==> src/rtl/sdram_bist.sv <==
// sdram_bist: self-test initiator for the ram_controller host port.
// Writes address-derived patterns per 64-byte line, reads them back and compares, then repeats inverted.
module sdram_bist #(
  parameter int unsigned NUM_LINES = 16,
  parameter logic [31:0] BASE_ADDR = 32'h0000_0000,
  parameter int unsigned TIMEOUT   = 4096
) (
  input  logic         cpu_clk,
  input  logic         reset_n,
  input  logic         start,
  output logic         busy,
  output logic         done,
  output logic         pass,
  output logic         timeout,
  output logic [15:0]  error_count,
  output logic [31:0]  fail_addr,
  output logic [3:0]   fail_word,
  output logic         ren,
  output logic         wen,
  output logic [31:0]  address,
  output logic [511:0] data_in,
  output logic [3:0]   mask,
  output logic [7:0]   len,
  input  logic [511:0] data_out,
  input  logic         ready
);

  // state     | meaning
  // S_INIT    | after reset, wait for the controller to report ready
  // S_IDLE    | wait for start
  // S_GAP     | requests low, wait for ready before the next request
  // S_WR_REQ  | wen asserted for one cycle with address/data stable
  // S_WR_WAIT | wen held, wait for ready (operation complete)
  // S_RD_REQ  | ren asserted for one cycle
  // S_RD_WAIT | ren held, wait for ready, capture data_out
  // S_CHECK   | compare captured line against the phase pattern
  // S_DONE    | one-cycle done pulse
  typedef enum logic [3:0] {
    S_INIT, S_IDLE, S_GAP, S_WR_REQ, S_WR_WAIT, S_RD_REQ, S_RD_WAIT, S_CHECK, S_DONE
  } state_t;

  localparam int TW = $clog2(TIMEOUT + 1);
  localparam logic [TW-1:0] TMR_LOAD = TW'(TIMEOUT - 1);
  localparam logic [15:0] LAST_LINE = 16'(NUM_LINES - 1);

  state_t         state, state_next;
  logic [15:0]    line;
  logic           phase;
  logic           next_rd;
  logic [TW-1:0]  tmr;
  logic [511:0]   rd_data;
  logic [511:0]   pattern;
  logic [15:0]    mism;
  logic [4:0]     mism_cnt;
  logic [3:0]     first_idx;
  logic [16:0]    err_sum;
  logic [15:0]    err_next;
  logic           tmr_tc;
  logic           waiting;
  logic           wait_expire;
  logic           last_line;

  function automatic logic [31:0] pat_word(input logic [15:0] wbase, input logic [3:0] idx,
                                           input logic inv);
    logic [15:0] wa;
    wa = wbase + {12'd0, idx};
    return inv ? {~wa, wa} : {wa, ~wa};
  endfunction

  assign address   = BASE_ADDR + {10'd0, line, 6'd0};
  assign last_line = (line == LAST_LINE);
  assign tmr_tc    = (tmr == '0);
  assign waiting   = (state == S_INIT) || (state == S_GAP) ||
                     (state == S_WR_WAIT) || (state == S_RD_WAIT);
  assign wait_expire = waiting && !ready && tmr_tc;

  always_comb begin
    pattern   = '0;
    mism      = '0;
    mism_cnt  = '0;
    first_idx = 4'd0;
    for (int i = 0; i < 16; i++) begin
      pattern[32*i +: 32] = pat_word(address[17:2], 4'(i), phase);
      mism[i] = (rd_data[32*i +: 32] != pattern[32*i +: 32]);
      mism_cnt = mism_cnt + {4'd0, mism[i]};
    end
    for (int i = 15; i >= 0; i--) begin
      if (mism[i]) first_idx = 4'(i);
    end
    err_sum  = {1'b0, error_count} + {12'd0, mism_cnt};
    err_next = err_sum[16] ? 16'hFFFF : err_sum[15:0];
  end

  always_ff @(posedge cpu_clk or negedge reset_n) begin
    if (!reset_n) state <= S_INIT;
    else          state <= state_next;
  end

  always_comb begin
    state_next = state;
    unique case (state)
      S_INIT:    if (ready || tmr_tc) state_next = S_IDLE;
      S_IDLE:    if (start) state_next = S_GAP;
      S_GAP: begin
        if (ready)       state_next = next_rd ? S_RD_REQ : S_WR_REQ;
        else if (tmr_tc) state_next = S_DONE;
      end
      S_WR_REQ:  state_next = S_WR_WAIT;
      S_WR_WAIT: begin
        if (ready)       state_next = S_GAP;
        else if (tmr_tc) state_next = S_DONE;
      end
      S_RD_REQ:  state_next = S_RD_WAIT;
      S_RD_WAIT: begin
        if (ready)       state_next = S_CHECK;
        else if (tmr_tc) state_next = S_DONE;
      end
      S_CHECK:   state_next = (last_line && phase) ? S_DONE : S_GAP;
      S_DONE:    state_next = S_IDLE;
      default:   state_next = S_INIT;
    endcase
  end

  always_comb begin
    wen     = (state == S_WR_REQ) || (state == S_WR_WAIT);
    ren     = (state == S_RD_REQ) || (state == S_RD_WAIT);
    busy    = (state == S_GAP) || wen || ren || (state == S_CHECK);
    done    = (state == S_DONE);
    data_in = wen ? pattern : '0;
    mask    = 4'b0000;
    len     = 8'd15;
  end

  always_ff @(posedge cpu_clk or negedge reset_n) begin
    if (!reset_n) begin
      tmr         <= TMR_LOAD;
      line        <= '0;
      phase       <= 1'b0;
      next_rd     <= 1'b0;
      rd_data     <= '0;
      error_count <= '0;
      fail_addr   <= '0;
      fail_word   <= '0;
      timeout     <= 1'b0;
      pass        <= 1'b0;
    end else begin
      // Every state change restarts the wait budget for the state being entered.
      if (state_next != state)  tmr <= TMR_LOAD;
      else if (waiting && !tmr_tc) tmr <= tmr - 1'b1;

      if (wait_expire) timeout <= 1'b1;

      if ((state_next == S_DONE) && (state != S_DONE))
        pass <= (state == S_CHECK) && (err_next == 16'd0) && !timeout;

      unique case (state)
        S_IDLE: begin
          if (start) begin
            error_count <= '0;
            fail_addr   <= '0;
            fail_word   <= '0;
            timeout     <= 1'b0;
            pass        <= 1'b0;
            phase       <= 1'b0;
            line        <= '0;
            next_rd     <= 1'b0;
          end
        end
        S_WR_WAIT: begin
          if (ready) begin
            if (last_line) begin
              line    <= '0;
              next_rd <= 1'b1;
            end else begin
              line <= line + 1'b1;
            end
          end
        end
        S_RD_WAIT: if (ready) rd_data <= data_out;
        S_CHECK: begin
          error_count <= err_next;
          if ((error_count == 16'd0) && (mism != 16'd0)) begin
            fail_addr <= address;
            fail_word <= first_idx;
          end
          if (!last_line) begin
            line <= line + 1'b1;
          end else if (!phase) begin
            phase   <= 1'b1;
            line    <= '0;
            next_rd <= 1'b0;
          end
        end
        default: ;
      endcase
    end
  end

endmodule
==> config.mk <==
export PLATFORM = sky130hd
export DESIGN_NAME = sdram_bist
export DESIGN_NICKNAME = d
export VERILOG_FILES = /design/src/rtl/sdram_bist.sv
export SDC_FILE = /design/constraint.sdc
export NUM_CORES = 1
export LEC_CHECK = 0
export CAP_MARGIN = 40
export CORE_AREA = 4 4 437 439
export DETAILED_ROUTE_END_ITERATION = 16
export DIE_AREA = 0 0 441 443
export GPL_ROUTABILITY_DRIVEN = 0
export SKIP_CTS_REPAIR_TIMING = 1
export SKIP_LAST_GASP = 1
export SLEW_MARGIN = 20
export SYNTH_ARGS = -nofsm -noshare
export SYNTH_HDL_FRONTEND = slang
export SYNTH_SLANG_ARGS = --single-unit
==> constraint.sdc <==
create_clock -name cpu_clk -period 8 [get_ports cpu_clk]
set_input_delay 1.6 -clock cpu_clk [delete_from_list [all_inputs] [get_ports cpu_clk]]
set_output_delay 1.6 -clock cpu_clk [all_outputs]
set_load 0.005 [all_outputs]
# Word level (Yosys, flattened, before mapping)
# Index checks and enable logic that the tools add are counted.
# totals
register_bits	601
input_bits	516
out_inout_bits	614
elab_cells	200
# classes
add_sub_neg	33
n_eq_ne	35
muxes	71
n_bitwise	16
n_reduce_logical	34
# op_table
op	count
$mux 32	18
$mux 512	1
$ne 32x32->1	16
$not 16->16	16
$add 16x4->16 const B	8
$mux 4	25
$mux 16	6
$add 16x3->16 const B	4
$pmux 32 s2	1
$add 5x1->5	11
$pmux 16 s3	1
$pmux 4 s9	1
$add 16x1->16 const B	2
$add 16x2->16 const B	2
$logic_not 16->1	2
$pmux 16 s2	1
$mux 13	2
$add 16x5->17	1
$eq 16x4->1 const B	1
$eq 4x3->1 const B	4
$reduce_bool 16->1	1
$logic_not 13->1	1
$sub 13x1->13 const B	1
$mux 1	11
26 further kinds	52

# Longest topological paths before layout
# depth
depth_word	27
ltp_mapped	30
depth_no_buf	24

# Worst setup path before layout
# No wires, ideal clock.
# synth_path
kind	register to register
startpoint	reg phase
endpoint	reg pass
setup_time_ns	0.083
arrival_time_ns	7.082
setup_slack_ns	0.835
stages_incl_launch_ff	30
n_path_buf	8
cell_sequence	dfrtp_1 -> buf_2 -> clkbuf_1 -> clkbuf_1 -> buf_2 -> buf_2 -> buf_1 -> clkbuf_1 -> and3_1 -> nand3_1 -> a21oi_1 -> fa_1 -> inv_1 -> fa_1 -> fa_1 -> inv_1 -> fa_1 -> fa_1 -> inv_1 -> fa_1 -> a21o_1 -> a21oi_1 -> o21ai_0 -> and4_1 -> clkbuf_1 -> and2_1 -> a311oi_1 -> a31oi_1 -> or4_1 -> o21ai_0
# synth_between
elab_chain_cells	25
# synth_lines
item	line	rtl
start: declaration	48	logic phase;
start signal: assignment	138	phase <= 1'b0;
start signal: assignment	164	phase <= 1'b0;
start signal: assignment	189	phase <= 1'b1;
$mux 32	67	return inv ? {~wa, wa} : {wa, ~wa};
$ne 32x32->1	84	mism[i] = (rd_data[32*i +: 32] != pattern[32*i +: 32]);
$add 1x1->2	85	mism_cnt = mism_cnt + {4'd0, mism[i]};
$add 2x1->3	85	
$add 3x1->4	85	
$add 4x1->5	85	
$add 5x1->5 (11 in series)	85	
$add 16x5->17	90	err_sum = {1'b0, error_count} + {12'd0, mism_cnt};
$mux 16	91	err_next = err_sum[16] ? 16'hFFFF : err_sum[15:0];
$logic_not 16->1	154	pass <= (state == S_CHECK) && (err_next == 16'd0) && !timeout;
$logic_and 1x1->1 (2 in series)	154	
$mux 1 *	153	if ((state_next == S_DONE) && (state != S_DONE))
$mux 1	158	if (start) begin
$mux 1 *	156	unique case (state)
end signal: assignment	154	
end: declaration	13	output logic pass,
# Mark *: on every way between the ends. The rest lies on a longest branch, timed or not.
# A chain may end at the register's enable or synchronous reset.

# Final worst setup path
# Same ends and word-level chain as after synthesis.

==> results.md <==
- Status: finished, final reports clean
- PD cells: between 300 and 400 mW/mm^2
- Total Wirelength: 170 mm
- Clk Latency, worst-skew pair: 700 ps
- Post-Synthesis Cells: around 3600
- Fin crit period: 7640 ps
- Slew @ Worst Pin: roughly 1200 ps
- Antenna viol nets, final: 0
- Via count: 30800
- Core area: around 0.19 mm^2
- DRT Pass-1 Iters: 8
- Synth Register Bits: 585
- Share of flip-flops with an asynchronous set or reset: 100%
- Clock sinks: just under 600
- Final Setup Violations: 0
- Die H: between 400 and 500 um
- Filler cells: 19500
- Critical Path Sink Type: register
- Static leakage: 0.0196 uW
- Die area: ~0.20 mm^2
- Critical Path Start: phase
- Total number of H-tree levels: 3
- Largest net degree at the start of global routing: 172
- Flop-to-flop setup slack: 360 ps
- Final-report max-slew violation count: 0
- Cell row count: ~160
- Maximum VDD drop: 0.000163 V
- Fin. Hold Viols: 0
- Vias in the first global route: 29700
- Tcrit/Tclk final: 95.5%
- CTS tree: yes
- Share of cells above drive strength 1: a little over a fifth
- Netlist Area Pre-Place: 0.0368 mm^2
- DR vias/cell: 4.54
- Max_slew headroom: 20.3%
- Hold Crit Class: reg2reg
- Die Wd: 441 um
- Clock-pin slew on the worst setup and hold paths: 60 ps
- RSZ-0062 raised after global routing: no
- Detail Placement HPWL: 136 mm
- Port Buffers: 1085
- Final net count: about 4700
- Crit path kind: reg2reg
- Sequential cell area fraction in the yosys report: about two fifths
- GR Util All Layers: 16.6%
- Layout Utilization: 26.9%
- DRC: 0
- Max clock buf depth: 3
- Avg WL per Cell: 25.1 um
- Clock Root Buffer: clkbuf_16
- Arr. time, crit path: 8220 ps
- IO Pins: 1130
- Worst R2R Path Depth: 25
- Cell variety after synth: 88
- EDFF count, synth: 0
- Initial antenna violation count: 56
- Max Cap Violations: 0
- Fmax: 131 MHz
- CP max FO: 11
- Ys Warns: 0
- CP endpoint: pass
- Setup crit start kind: register
- Detailed Route Iter0 Violations: approximately 2600
- Mean Syn Cell Area: slightly above 10 um^2
- Initial Utilization: 19.7%
- Setup Skew: 59.8 ps
- Required time worst endpoint: about 8600 ps
- Most common flop cell mapped by yosys: dfrtp_1
- Sum Neg Setup Slack: 0 ps
- Grt ovf: 0
- First-pass GRT wire length: 231 mm
- Layout Area Growth over Synthesis: 36.7%
- Worst reg2reg startpoint: phase
- CTS buffer count: 71
- Worst flop-to-flop path endpoint: pass
## state kept, by name, summed over array words and instances, names as in the netlist
register	cells
rd_data	512
error_count	16
fail_addr	16
line	16
tmr	13
fail_word	4
state	4
next_rd	1
pass	1
phase	1
timeout	1
## worst max-delay path: stages, from the launching register on
cell and delay, ps:
dfrtp_4 660, buf_16 250, a221oi_1 220, a31oi_1 130, a2111oi_1 600, buf_4 230
nand2b_1 60, nor3_1 360, fa_1 520, inv_1 100, fa_1 480, fa_1 550
inv_1 50, fa_1 490, fa_1 190, inv_1 60, fa_1 450, a21o_1 200
a21oi_1 220, o21ai_0 150, and4_1 290, and2_1 230, a311oi_1 280, a31oi_1 70
or4_1 530, o21ai_0 150
## through the flow
step | setup slack (ps) | power, uW | cell area, um^2 | cells | hold WS, ps
after floorplan | 835 | 9500 | 37000 | 3601 | 469
after global routing | 0.639 | 16500 | 50400 | 6778 | 522
after global placement | 351 | 12000 | 47500 | 6591 | 478
after detailed placement | 401 | 12200 | 47600 | 6607 | 493
final | 361 | 15600 | 50400 | 6785 | 501
after CTS | 372 | 15700 | 50100 | 6737 | 502
## cells in the final DEF, fill, tap and decap left out, types with 66 or more instances in the layout
cell type	n
clkdlybuf4s50_1	1084
dfrtp_1	560
mux2_2	519
nor2_1	125
xnor2_1	121
nand2_1	119
buf_4	115
o21ai_0	94
a21oi_1	91
xor2_1	85
clkbuf_16	71
nor2b_1	70
inv_1	68
nor4_1	66
## per-layer routing
metal	part of all wire, %	track usage [%]	wire length [um]
met2	50	28.6	84500
met1	37	18.5	62300
met3	6.2	2.70	10500
met5	0.053	0	91
met4	7.6	11.5	13000
## worst min path at each step
stage                        from             to  slack [ps]  depth (start not counted)
floorplan                  tmr[3]         tmr[3]         470                          2
global placement           tmr[3]         tmr[3]         480                          2
detailed placement  fail_addr[16]  fail_addr[16]         490                          2
CTS                        tmr[3]         tmr[3]         500                          2
global route               tmr[3]         tmr[3]         520                          2
finish                     tmr[3]         tmr[3]         500                          2
## cell families (layout without fill, tap and decap cells)
| kind of cell | count (synthesis) | count (layout) | synth area share [%] |
|---|---|---|---|
| simple gates | 941 | 941 | 15.3 |
| buf+inv | 786 | 1435 | 13.7 |
| flops | 585 | 585 | 39.8 |
| mux | 547 | 547 | 16.7 |
| compound gates | 467 | 467 | 8.66 |
| xor+xnor | 209 | 209 | 4.97 |
| fa+ha+maj | 22 | 22 | 0.992 |
| other cells | 2 | 84 | 0.0204 |
## synth_stat cells (all sizes together), types with 64 or more instances
cell,number,area [um^2]
a21oi,91,455
buf,603,4350
xor2,87,762
nor2,134,503
nor3b,64,480
nand2,120,450
o21ai,104,558
inv,71,267
nor3,65,325
xnor2,122,1070
nand3,75,425
clkbuf,109,409
dfrtp,573,14300
nor4,68,425
nor2b,74,463
mux2,519,5840
## layout make-up
class	instances	area, um^2	area share, %
Antenna cell	40	100	0.199
Clock buffer	95	1980	3.92
Clock inverter	35	520	1.03
Inverter	74	278	0.551
Multi-Input combinational cell	2230	17400	34.6
Sequential cell	585	14700	29.2
Tap cell	2495	3120	6.20
Timing Repair Buffer	1231	12200	24.3
## where the power goes
group          total (uW)  internal, uW  switching (uW)  leakage, uW
Sequential           5870          4230            1640      0.00728
Combinational        6300          3660            2640       0.0111
Clock                3470          2000            1470      0.00120
Total               15600          9890            5750       0.0196
No activity file was read; power rests on OpenSTA's default activity.
